## src/rtl/spi_mem_arbiter_pkg.sv

```systemverilog
// Shared constants, FSM encoding and address helper for the SPI flash
// read arbiter.
package spi_mem_arbiter_pkg;

  localparam logic [7:0] SPI_CMD_READ = 8'h03;
  localparam int         CNT_W        = 5;

  typedef enum logic [2:0] {
    S_IDLE,
    S_SETUP,
    S_CMD,
    S_ADDR,
    S_DATA,
    S_HOLD,
    S_GAP1,
    S_GAP2
  } state_t;

  // Fetch word address to flash byte address; wraps modulo 2^24.
  function automatic logic [23:0] fetch_addr(
    input logic [23:0] base,
    input logic [15:0] a
  );
    return base + {7'h0, a, 1'b0};
  endfunction

endpackage

```

## src/rtl/spi_mem_arbiter_spi_bit_engine.sv

```systemverilog
// SPI mode-0 bit engine: prescaler, SCLK, 24-bit shift-out, 16-bit
// shift-in. A start in the done cycle chains with no idle gap.
module spi_bit_engine
  import spi_mem_arbiter_pkg::*;
#(
  parameter int CLK_DIV = 2
) (
  input  logic             clk,
  input  logic             rst,
  input  logic             start,
  input  logic [CNT_W-1:0] nbits,
  input  logic [23:0]      din,
  input  logic             miso,
  output logic             sclk,
  output logic             mosi,
  output logic             done,
  output logic [15:0]      dout
);

  localparam int DW = (CLK_DIV > 1) ? $clog2(CLK_DIV) : 1;

  logic             active_q, active_d;
  logic             ph_q, ph_d;
  logic [DW-1:0]    div_q, div_d;
  logic [CNT_W-1:0] cnt_q, cnt_d;
  logic [23:0]      so_q, so_d;
  logic [15:0]      si_q, si_d;
  logic             tick;

  assign tick = (div_q == DW'(CLK_DIV - 1));

  always_comb begin
    active_d = active_q;
    ph_d     = ph_q;
    div_d    = div_q;
    cnt_d    = cnt_q;
    so_d     = so_q;
    si_d     = si_q;
    done     = active_q && ph_q && tick
               && (cnt_q == CNT_W'(1));
    if (active_q) begin
      if (tick) begin
        div_d = '0;
        ph_d  = !ph_q;
        if (!ph_q) begin
          si_d = {si_q[14:0], miso};
        end else begin
          so_d  = {so_q[22:0], 1'b0};
          cnt_d = cnt_q - CNT_W'(1);
          if (cnt_q == CNT_W'(1)) active_d = 1'b0;
        end
      end else begin
        div_d = div_q + DW'(1);
      end
    end
    if (start) begin
      active_d = 1'b1;
      ph_d     = 1'b0;
      div_d    = '0;
      cnt_d    = nbits;
      so_d     = din;
    end
  end

  always_ff @(posedge clk or posedge rst) begin
    if (rst) begin
      active_q <= 1'b0;
      ph_q     <= 1'b0;
      div_q    <= '0;
      cnt_q    <= '0;
      so_q     <= '0;
      si_q     <= '0;
    end else begin
      active_q <= active_d;
      ph_q     <= ph_d;
      div_q    <= div_d;
      cnt_q    <= cnt_d;
      so_q     <= so_d;
      si_q     <= si_d;
    end
  end

  assign sclk = active_q & ph_q;
  assign mosi = active_q & so_q[23];
  assign dout = si_q;

endmodule

```

## src/rtl/spi_mem_arbiter.sv

```systemverilog
// Arbitrates fetch and data read ports onto one SPI flash and runs
// one READ (0x03) transaction per grant.
module spi_mem_arbiter
  import spi_mem_arbiter_pkg::*;
#(
  parameter int          CLK_DIV      = 2,
  parameter int          STARVE_LIMIT = 4,
  parameter logic [23:0] IF_BASE      = 24'h000000,
  parameter logic [23:0] D_BASE       = 24'h010000
) (
  input  logic        clk,
  input  logic        rst,
  input  logic        if_req,
  input  logic [15:0] if_addr,
  output logic [15:0] if_rdata,
  output logic        if_ack,
  input  logic        d_req,
  input  logic [15:0] d_addr,
  output logic [7:0]  d_rdata,
  output logic        d_ack,
  output logic        busy,
  output logic        spi_cs,
  output logic        spi_sclk,
  output logic        spi_mosi,
  output logic        spi_mosi_oe,
  input  logic        spi_miso
);

  localparam int SW = $clog2(STARVE_LIMIT + 1);

  state_t           state_q, state_d;
  logic [SW-1:0]    starve_q, starve_d;
  logic [23:0]      addr_q, addr_d;
  logic             fetch_q, fetch_d;
  logic [15:0]      if_rdata_q, if_rdata_d;
  logic [7:0]       d_rdata_q, d_rdata_d;
  logic             if_ack_q, if_ack_d;
  logic             d_ack_q, d_ack_d;
  logic             starved;
  logic             start, done;
  logic [CNT_W-1:0] nbits;
  logic [23:0]      din;
  logic [15:0]      dout;
  logic             eng_sclk, eng_mosi;

  assign starved = if_req && (starve_q == SW'(STARVE_LIMIT));

  always_comb begin
    state_d    = state_q;
    starve_d   = starve_q;
    addr_d     = addr_q;
    fetch_d    = fetch_q;
    if_rdata_d = if_rdata_q;
    d_rdata_d  = d_rdata_q;
    if_ack_d   = 1'b0;
    d_ack_d    = 1'b0;
    start      = 1'b0;
    nbits      = '0;
    din        = '0;
    unique case (state_q)
      S_IDLE: begin
        if (d_req && !starved) begin
          fetch_d = 1'b0;
          addr_d  = D_BASE + {8'h0, d_addr};
          state_d = S_SETUP;
          if (if_req) starve_d = starve_q + SW'(1);
        end else if (if_req) begin
          fetch_d  = 1'b1;
          addr_d   = fetch_addr(IF_BASE, if_addr);
          starve_d = '0;
          state_d  = S_SETUP;
        end
      end
      S_SETUP: begin
        start   = 1'b1;
        nbits   = CNT_W'(8);
        din     = {SPI_CMD_READ, 16'h0};
        state_d = S_CMD;
      end
      S_CMD: begin
        if (done) begin
          start   = 1'b1;
          nbits   = CNT_W'(24);
          din     = addr_q;
          state_d = S_ADDR;
        end
      end
      S_ADDR: begin
        if (done) begin
          start   = 1'b1;
          nbits   = fetch_q ? CNT_W'(16) : CNT_W'(8);
          state_d = S_DATA;
        end
      end
      S_DATA: begin
        if (done) state_d = S_HOLD;
      end
      S_HOLD: begin
        state_d = S_GAP1;
        if (fetch_q) begin
          if_ack_d   = 1'b1;
          if_rdata_d = dout;
        end else begin
          d_ack_d   = 1'b1;
          d_rdata_d = dout[7:0];
        end
      end
      S_GAP1: state_d = S_GAP2;
      S_GAP2: state_d = S_IDLE;
      default: state_d = S_IDLE;
    endcase
  end

  always_ff @(posedge clk or posedge rst) begin
    if (rst) begin
      state_q    <= S_IDLE;
      starve_q   <= '0;
      addr_q     <= '0;
      fetch_q    <= 1'b0;
      if_rdata_q <= '0;
      d_rdata_q  <= '0;
      if_ack_q   <= 1'b0;
      d_ack_q    <= 1'b0;
    end else begin
      state_q    <= state_d;
      starve_q   <= starve_d;
      addr_q     <= addr_d;
      fetch_q    <= fetch_d;
      if_rdata_q <= if_rdata_d;
      d_rdata_q  <= d_rdata_d;
      if_ack_q   <= if_ack_d;
      d_ack_q    <= d_ack_d;
    end
  end

  spi_bit_engine #(
    .CLK_DIV(CLK_DIV)
  ) u_eng (
    .clk  (clk),
    .rst  (rst),
    .start(start),
    .nbits(nbits),
    .din  (din),
    .miso (spi_miso),
    .sclk (eng_sclk),
    .mosi (eng_mosi),
    .done (done),
    .dout (dout)
  );

  // CS decodes straight from state so an async reset releases it at once.
  assign spi_cs = !((state_q == S_SETUP) || (state_q == S_CMD)
                 || (state_q == S_ADDR) || (state_q == S_DATA)
                 || (state_q == S_HOLD));
  assign spi_mosi_oe = (state_q == S_CMD) || (state_q == S_ADDR);
  assign spi_mosi    = spi_mosi_oe & eng_mosi;
  assign spi_sclk    = eng_sclk;
  assign busy        = (state_q != S_IDLE);
  assign if_rdata    = if_rdata_q;
  assign d_rdata     = d_rdata_q;
  assign if_ack      = if_ack_q;
  assign d_ack       = d_ack_q;

endmodule

```

## config.mk

```make
export PLATFORM = sky130hd
export DESIGN_NAME = spi_mem_arbiter
export DESIGN_NICKNAME = d
export VERILOG_FILES = /design/src/rtl/spi_mem_arbiter_pkg.sv /design/src/rtl/spi_mem_arbiter_spi_bit_engine.sv /design/src/rtl/spi_mem_arbiter.sv
export SDC_FILE = /design/constraint.sdc
export NUM_CORES = 1
export LEC_CHECK = 0
export ABC_AREA = 0
export ABC_CLOCK_PERIOD_IN_PS = 3690
export CORE_AREA = 2 2 110 112
export DETAILED_ROUTE_END_ITERATION = 7
export DIE_AREA = 0 0 112 114
export PLACE_DENSITY = 0.68
export SLEW_MARGIN = 20
export SYNTH_ARGS = -nofsm -noshare
export SYNTH_HDL_FRONTEND = slang
export SYNTH_HIERARCHICAL = 1
export SYNTH_SLANG_ARGS = --single-unit
```

## constraint.sdc

```tcl
create_clock -name clk -period 3.69 [get_ports clk]
set_input_delay 0.369 -clock clk [delete_from_list [all_inputs] [get_ports clk]]
set_output_delay 0.369 -clock clk [all_outputs]
set_load 0.01 [all_outputs]
```

* After elaboration in Yosys (flattened, before gate mapping) *
Cells that the tools add are included.
W data, S select, Z words.

storage, ports and cells
  bits in registers = 105
  input port bits = 37
  word-level logic and storage cells = 108
  output and inout bits = 31

cells by class
  mux-type cells = 44
  add/sub/neg operators = 4
  reduce and logical (&&, ||, !) cells = 28
  equality and inequality tests = 13
  bitwise gates (word level) = 5

operators with widths
  cell                      count
  $mux W24                  7
  $pmux W24 S2              1
  $mux W5                   7
  $mux W3                   8
  $pmux W3 S8               1
  $add A17 B16 Y18 const A  1
  $mux W1                   18
  $eq A3 B3 Y1 const B      5
  $pmux W5 S3               1
  $reduce_and A2 Y1         5
  $reduce_bool A2 Y1        4
  $eq A3 B2 Y1 const B      2
  $ne A2 B2 Y1 const B      3
  $reduce_and A3 Y1         2
  $eq A5 B1 Y1 const B      1
  $logic_and A1 B1 Y1       5
  $logic_or A1 B1 Y1        5
  $sub A5 B1 Y5 const B     1
  $reduce_and A4 Y1         1
  $add A3 B1 Y3 const B     1
  $and A1 B1 Y1             3
  $eq A3 B1 Y1 const B      1
  $logic_not A1 Y1          3
  $logic_not A3 Y1          1
  6 further kinds           7

* Logic depth before layout (Yosys ltp) *
  depth after elaboration = 7
  mapped depth = 12
  depth with buffers taken out = 10

* By module *
The synthesis kept the hierarchy.

by module, submodules not included
  module           area an instance (um2)  cells each  instances
  spi_mem_arbiter  2327.2                  195         1
  spi_bit_engine   2175.8                  188         1

* Worst setup path after synthesis *
OpenSTA, ideal clock, no wires.

  path kind = flip-flop to flip-flop
  start point = register u_eng.cnt_q[3]
  end point = register u_eng.so_q[14]
  setup slack = 1.048 ns
  data arrival time = 2.559 ns
  stages on the path, launching flop included = 11
  clock period less this slack = 2.642 ns
  library setup time = 0.083 ns
  required time = 3.607 ns
  cells stage by stage = dfrtp_1 or2_2 or4_1 nor2_1 nand2_1 a21oi_1 clkbuf_1 clkbuf_1 clkbuf_1 nand2_1 o21ai_0

on the way
  cells in the longest elaborated chain, start to end = 6
  elaborated cells between the ends (all ways) = 11
  classes of those cells = eq/ne (1); mux (5); reduce/logical (5)

RTL lines
  element                       RTL line                                      text
  start, declared               spi_mem_arbiter_spi_bit_engine.sv:25          logic [CNT_W-1:0] cnt_q, cnt_d;
  start signal, assigned        spi_mem_arbiter_spi_bit_engine.sv:77          cnt_q <= cnt_d;
  $eq A5 B1 Y1 *                spi_mem_arbiter_spi_bit_engine.sv:40          && (cnt_q == CNT_W'(1));
  $logic_and A1 B1 Y1 *         spi_mem_arbiter_spi_bit_engine.sv:40
  named net done                spi_mem_arbiter.sv:40                         logic start, done;
  $mux W1 *                     spi_mem_arbiter.sv:81, spi_mem_arbiter.sv:89
  $pmux W1 S2 *                 spi_mem_arbiter.sv:60                         unique case (state_q)
  named net start               spi_mem_arbiter.sv:40
  $reduce_bool A2 Y1 (no line)  n/a
  $reduce_and A3 Y1 (no line)   n/a
  end signal, assigned          spi_mem_arbiter_spi_bit_engine.sv:71          so_q <= '0;
  end signal, assigned          spi_mem_arbiter_spi_bit_engine.sv:78          so_q <= so_d;
  end, declared                 spi_mem_arbiter_spi_bit_engine.sv:26          logic [23:0] so_q, so_d;

The timed path passes the listed nets; every way through them passes the cells marked *.
A chain may end at the register's enable or synchronous reset.

* Final worst setup path *
  start point = register u_eng.cnt_q[2]
  end point = register u_eng.cnt_q[3]

on the way
  cells in the longest elaborated chain, start to end = 6
  elaborated cells between the ends (all ways) = 16
  classes of those cells = add/sub (1); eq/ne (1); mux (9); reduce/logical (5)

RTL lines
  element                       RTL line
  $eq A5 B1 Y1 *                spi_mem_arbiter_spi_bit_engine.sv:40
  $logic_and A1 B1 Y1 *         spi_mem_arbiter_spi_bit_engine.sv:40
  named net done                spi_mem_arbiter.sv:40
  $mux W1 *                     spi_mem_arbiter.sv:81, spi_mem_arbiter.sv:89
  $pmux W1 S2 *                 spi_mem_arbiter.sv:60
  named net start               spi_mem_arbiter.sv:40
  $reduce_bool A2 Y1 (no line)  n/a
  $reduce_and A3 Y1 (no line)   n/a

The timed path passes the listed nets; every way through them passes the cells marked *. The select of a mux whose other input is x is not followed.

==> impl_results.md <==
- DR WL/cell: around 14 microns
- Final Power: 3.28 mW
- Max-Cap Viols: 0
- Antenna Cells: 0
- CTS root buf: clkbuf_16
- Post-synthesis sequential area ratio: 54.5%
- Peak VDD IR: between 200 and 250 uV
- DRT Wirelength: 8.18 mm
- H-tree depth: 3
- Post-Syn Instances: 383
- Area of placed instances: 5290 sq um
- Worst slew pin tran: 1.03 ns
- Post-Synthesis Cell Area: 4500 sq um
- CTS Buf Count: 9
- Clock latency on the worst-skew pair: between 0.3 and 0.4 ns
- Initial drt markers: between 100 and 150
- Hold worst-path end: addr_q[0]
- Slowest stage delay, CP: 0.50 ns
- Total GRT Usage: between 10% and 20%
- Largest net degree at the start of global routing: 63
- Pwr Density: about 590 nW/um^2
- Clock Skew: around 0.008 ns
- Netlist cell types: 44
- Hold Path Class: flip-flop to flip-flop
- CTS Sinks: 98
- Post-route cell area: 5580 sq um
- Layout cell share with drive strength beyond 1: a little under a fifth
- Fill cells: 1,072
- Most frequent cells in the layout: 98 x dfrtp_1, 67 x clkdlybuf4s50_1, 41 x nand2_1
- Initial antenna violation count: 0
- Post_cts resized: 0
- WP data arrival: 3.02 ns
- FFs w/ async S/R, synth: 100%
- DR vias: 3,000
- Clock tree buffer depth: 2
- FMAX: 357 MHz
- Crit path kind: flip-flop to flip-flop
- Vias in the first global route: 3,045
- Final setup TNS: 0 ns
- R2R Setup Slk: 0.89 ns
- Number of synthesized flops with an enable pin: 0
- Final HPWL DP: 5.51 mm
- Final min period: roughly 2.8 ns
- Slowest library cell on the worst path: or4_1
- Setup violators final: 0
- Post-Place Cells: roughly 580
- Grt ovf: 0
- DRT Pass-1 Iters: 4
- # IOs: 68
- Status: finished, final reports clean
- # DRC: 0
- Max-slew headroom at the worst pin: 31.4%
- RSZ-0062 raised after global routing: false
- I/O Buffers: 67
- Max Slew Vio Count: 0
- Crit path required time: between 3 and 4 ns
- Final net count: 489
- Post-CTS setup buffer count: 0
- Die footprint: 12,800 sq um
- Final GP Congestion: 0.731
- Worst hold start: addr_q[0]
- First-pass GRT wire length: ~14 mm
- Area Growth Syn to Fin: 23.9%
- Hold path depth: 1
- Die W: 112 microns
- Cell Rows: 40
- CP max FO: 62
- Setup crit start kind: flip-flop
- R2r startpoint: u_eng/cnt_q[2]
- FF-to-FF End: u_eng/cnt_q[3]
- Via density: roughly 5
- CTS clock-pin slew for the worst setup and hold paths: 0.07 ns
- Final Hold Viols: 0
- Initial core utilization: 38.5%
- Yosys warnings: 6
- Detail Route Antenna Nets: 0
- Commonest non-fill, non-tap cell in the layout: dfrtp_1
- Critical path endpoint category: flip-flop
- Register bit total from synthesis: 98
- Synth Flop Type: dfrtp_1
- Leakage: 2.62 nW
- Mean Syn Cell Area: 11.8 sq um
- CTS tree: built
- Core area: ~12,000 sq um
- Finished Layout Cells: 600
- Reg2reg path depth: 9
- Final Cycle Share: 75.9%
- Hold-fix buffers, CTS: 0
- CP cell instances: or2_2 > or4_1 > nor2_1 > nand2_1 > a21oi_4 > buf_4 > nor2b_1 > o21ai_0 > nand3_1
- Chip height: 114 microns
## cell families (layout without fill, tap and decap cells)
group | count (synthesis) | count (layout) | share of synthesized area, %
DFF | 98 | 98 | 54.5
and+or+nand+nor | 96 | 96 | 10.9
AOI/OAI and AO/OA | 79 | 79 | 12.4
muxes | 64 | 64 | 16.1
buffers and inverters | 38 | 100 | 4.39
adders and majority gates | 4 | 4 | 1.11
xor gates and xnor gates | 3 | 3 | 0.584
other | 1 | 9 | 0.0833
## cell usage after synthesis (all sizes together), types with 2 or more instances
cell / instances / area, sq um
inv: 12 / 45.1
nor2: 9 / 33.8
nor3b: 2 / 15.0
nor2b: 2 / 12.5
nand2b: 4 / 25.0
nand3: 3 / 15.0
or2: 2 / 12.5
clkbuf: 12 / 46.3
and2: 19 / 119
and3: 2 / 12.5
nand2: 41 / 154
o21ai: 34 / 170
o21a: 2 / 15.0
a21oi: 6 / 41.3
mux2: 41 / 495
or3: 2 / 12.5
a221o: 15 / 161
a21boi: 15 / 113
ha: 4 / 50.1
a21o: 2 / 15.0
or4: 2 / 15.0
nor3: 3 / 15.0
xnor2: 2 / 17.5
nand4: 3 / 18.8
dfrtp: 98 / 2450
mux2i: 23 / 230
buf: 14 / 106
## power breakdown
part           total, mW  leakage [nW]  switching, mW  internal (mW)
clock              0.893         0.132          0.411          0.481
sequential          1.52          1.30          0.195           1.33
combinational      0.866          1.19          0.366          0.501
total               3.28          2.62          0.972           2.31
## sequential cells by signal, summed over array words and instances (netlist names)
| signal | flops |
|---|---|
| u_eng/so_q | 24 |
| addr_q | 17 |
| if_rdata | 16 |
| u_eng/dout | 16 |
| d_rdata | 8 |
| u_eng/cnt_q | 5 |
| starve_q | 3 |
| state_q | 3 |
| d_ack | 1 |
| fetch_q | 1 |
| if_ack | 1 |
| u_eng/active_q | 1 |
| u_eng/div_q | 1 |
| u_eng/ph_q | 1 |
## per-layer routing
metal / vias to the layer above / share of wire [%] / GRT usage [%]
met5: - / 0 / 0
met4: 0 / 1.4 / 5.77
li1: 1464 / - / -
met3: 9 / 3.6 / 2.87
met2: 47 / 49 / 23.2
met1: 1480 / 46 / 17.9
## per-stage QoR
step / utilization, % / hold slack (ns) / setup WS (ns)
floorplan: - / 0.458 / 1.05
global placement: 45.2 / 0.489 / 0.978
detailed placement: 45.2 / 0.492 / 0.890
CTS: 47.6 / 0.511 / 0.878
global route: 47.6 / 0.522 / 0.558
finish: 47.6 / 0.502 / 0.890
## worst max-delay path by stage
stage / startpoint / to / slack (ns)
detailed placement: u_eng/cnt_q[3] / u_eng/cnt_q[3] / 0.89
finish: u_eng/cnt_q[2] / u_eng/cnt_q[3] / 0.89
CTS: u_eng/cnt_q[3] / u_eng/cnt_q[3] / 0.88
global placement: u_eng/cnt_q[3] / u_eng/cnt_q[3] / 0.98
global route: u_eng/cnt_q[3] / u_eng/cnt_q[3] / 0.56
floorplan: u_eng/cnt_q[3] / u_eng/so_q[14] / 1.05
## worst max-delay path: cells and delay by family (launching register included)
family                 cells  cell delay [ns]
AND/OR/NAND/NOR            6             1.56
buffers and inverters      1             0.45
flip-flops                 1             0.40
AO/OA/AOI/OAI              2             0.25
## area by class of cell
cell class                 count  area [sq um]  share of cell area [%]
clock inverter                 6          48.8                   0.875
timing repair buffer          72           708                    12.7
tap                          147           184                    3.30
clock buffer                  10           239                    4.28
multi-input combinational    255          1900                    34.0
inverter                      12          47.5                   0.852
sequential                    98          2450                    44.0
(Power assumes the default switching activity.)
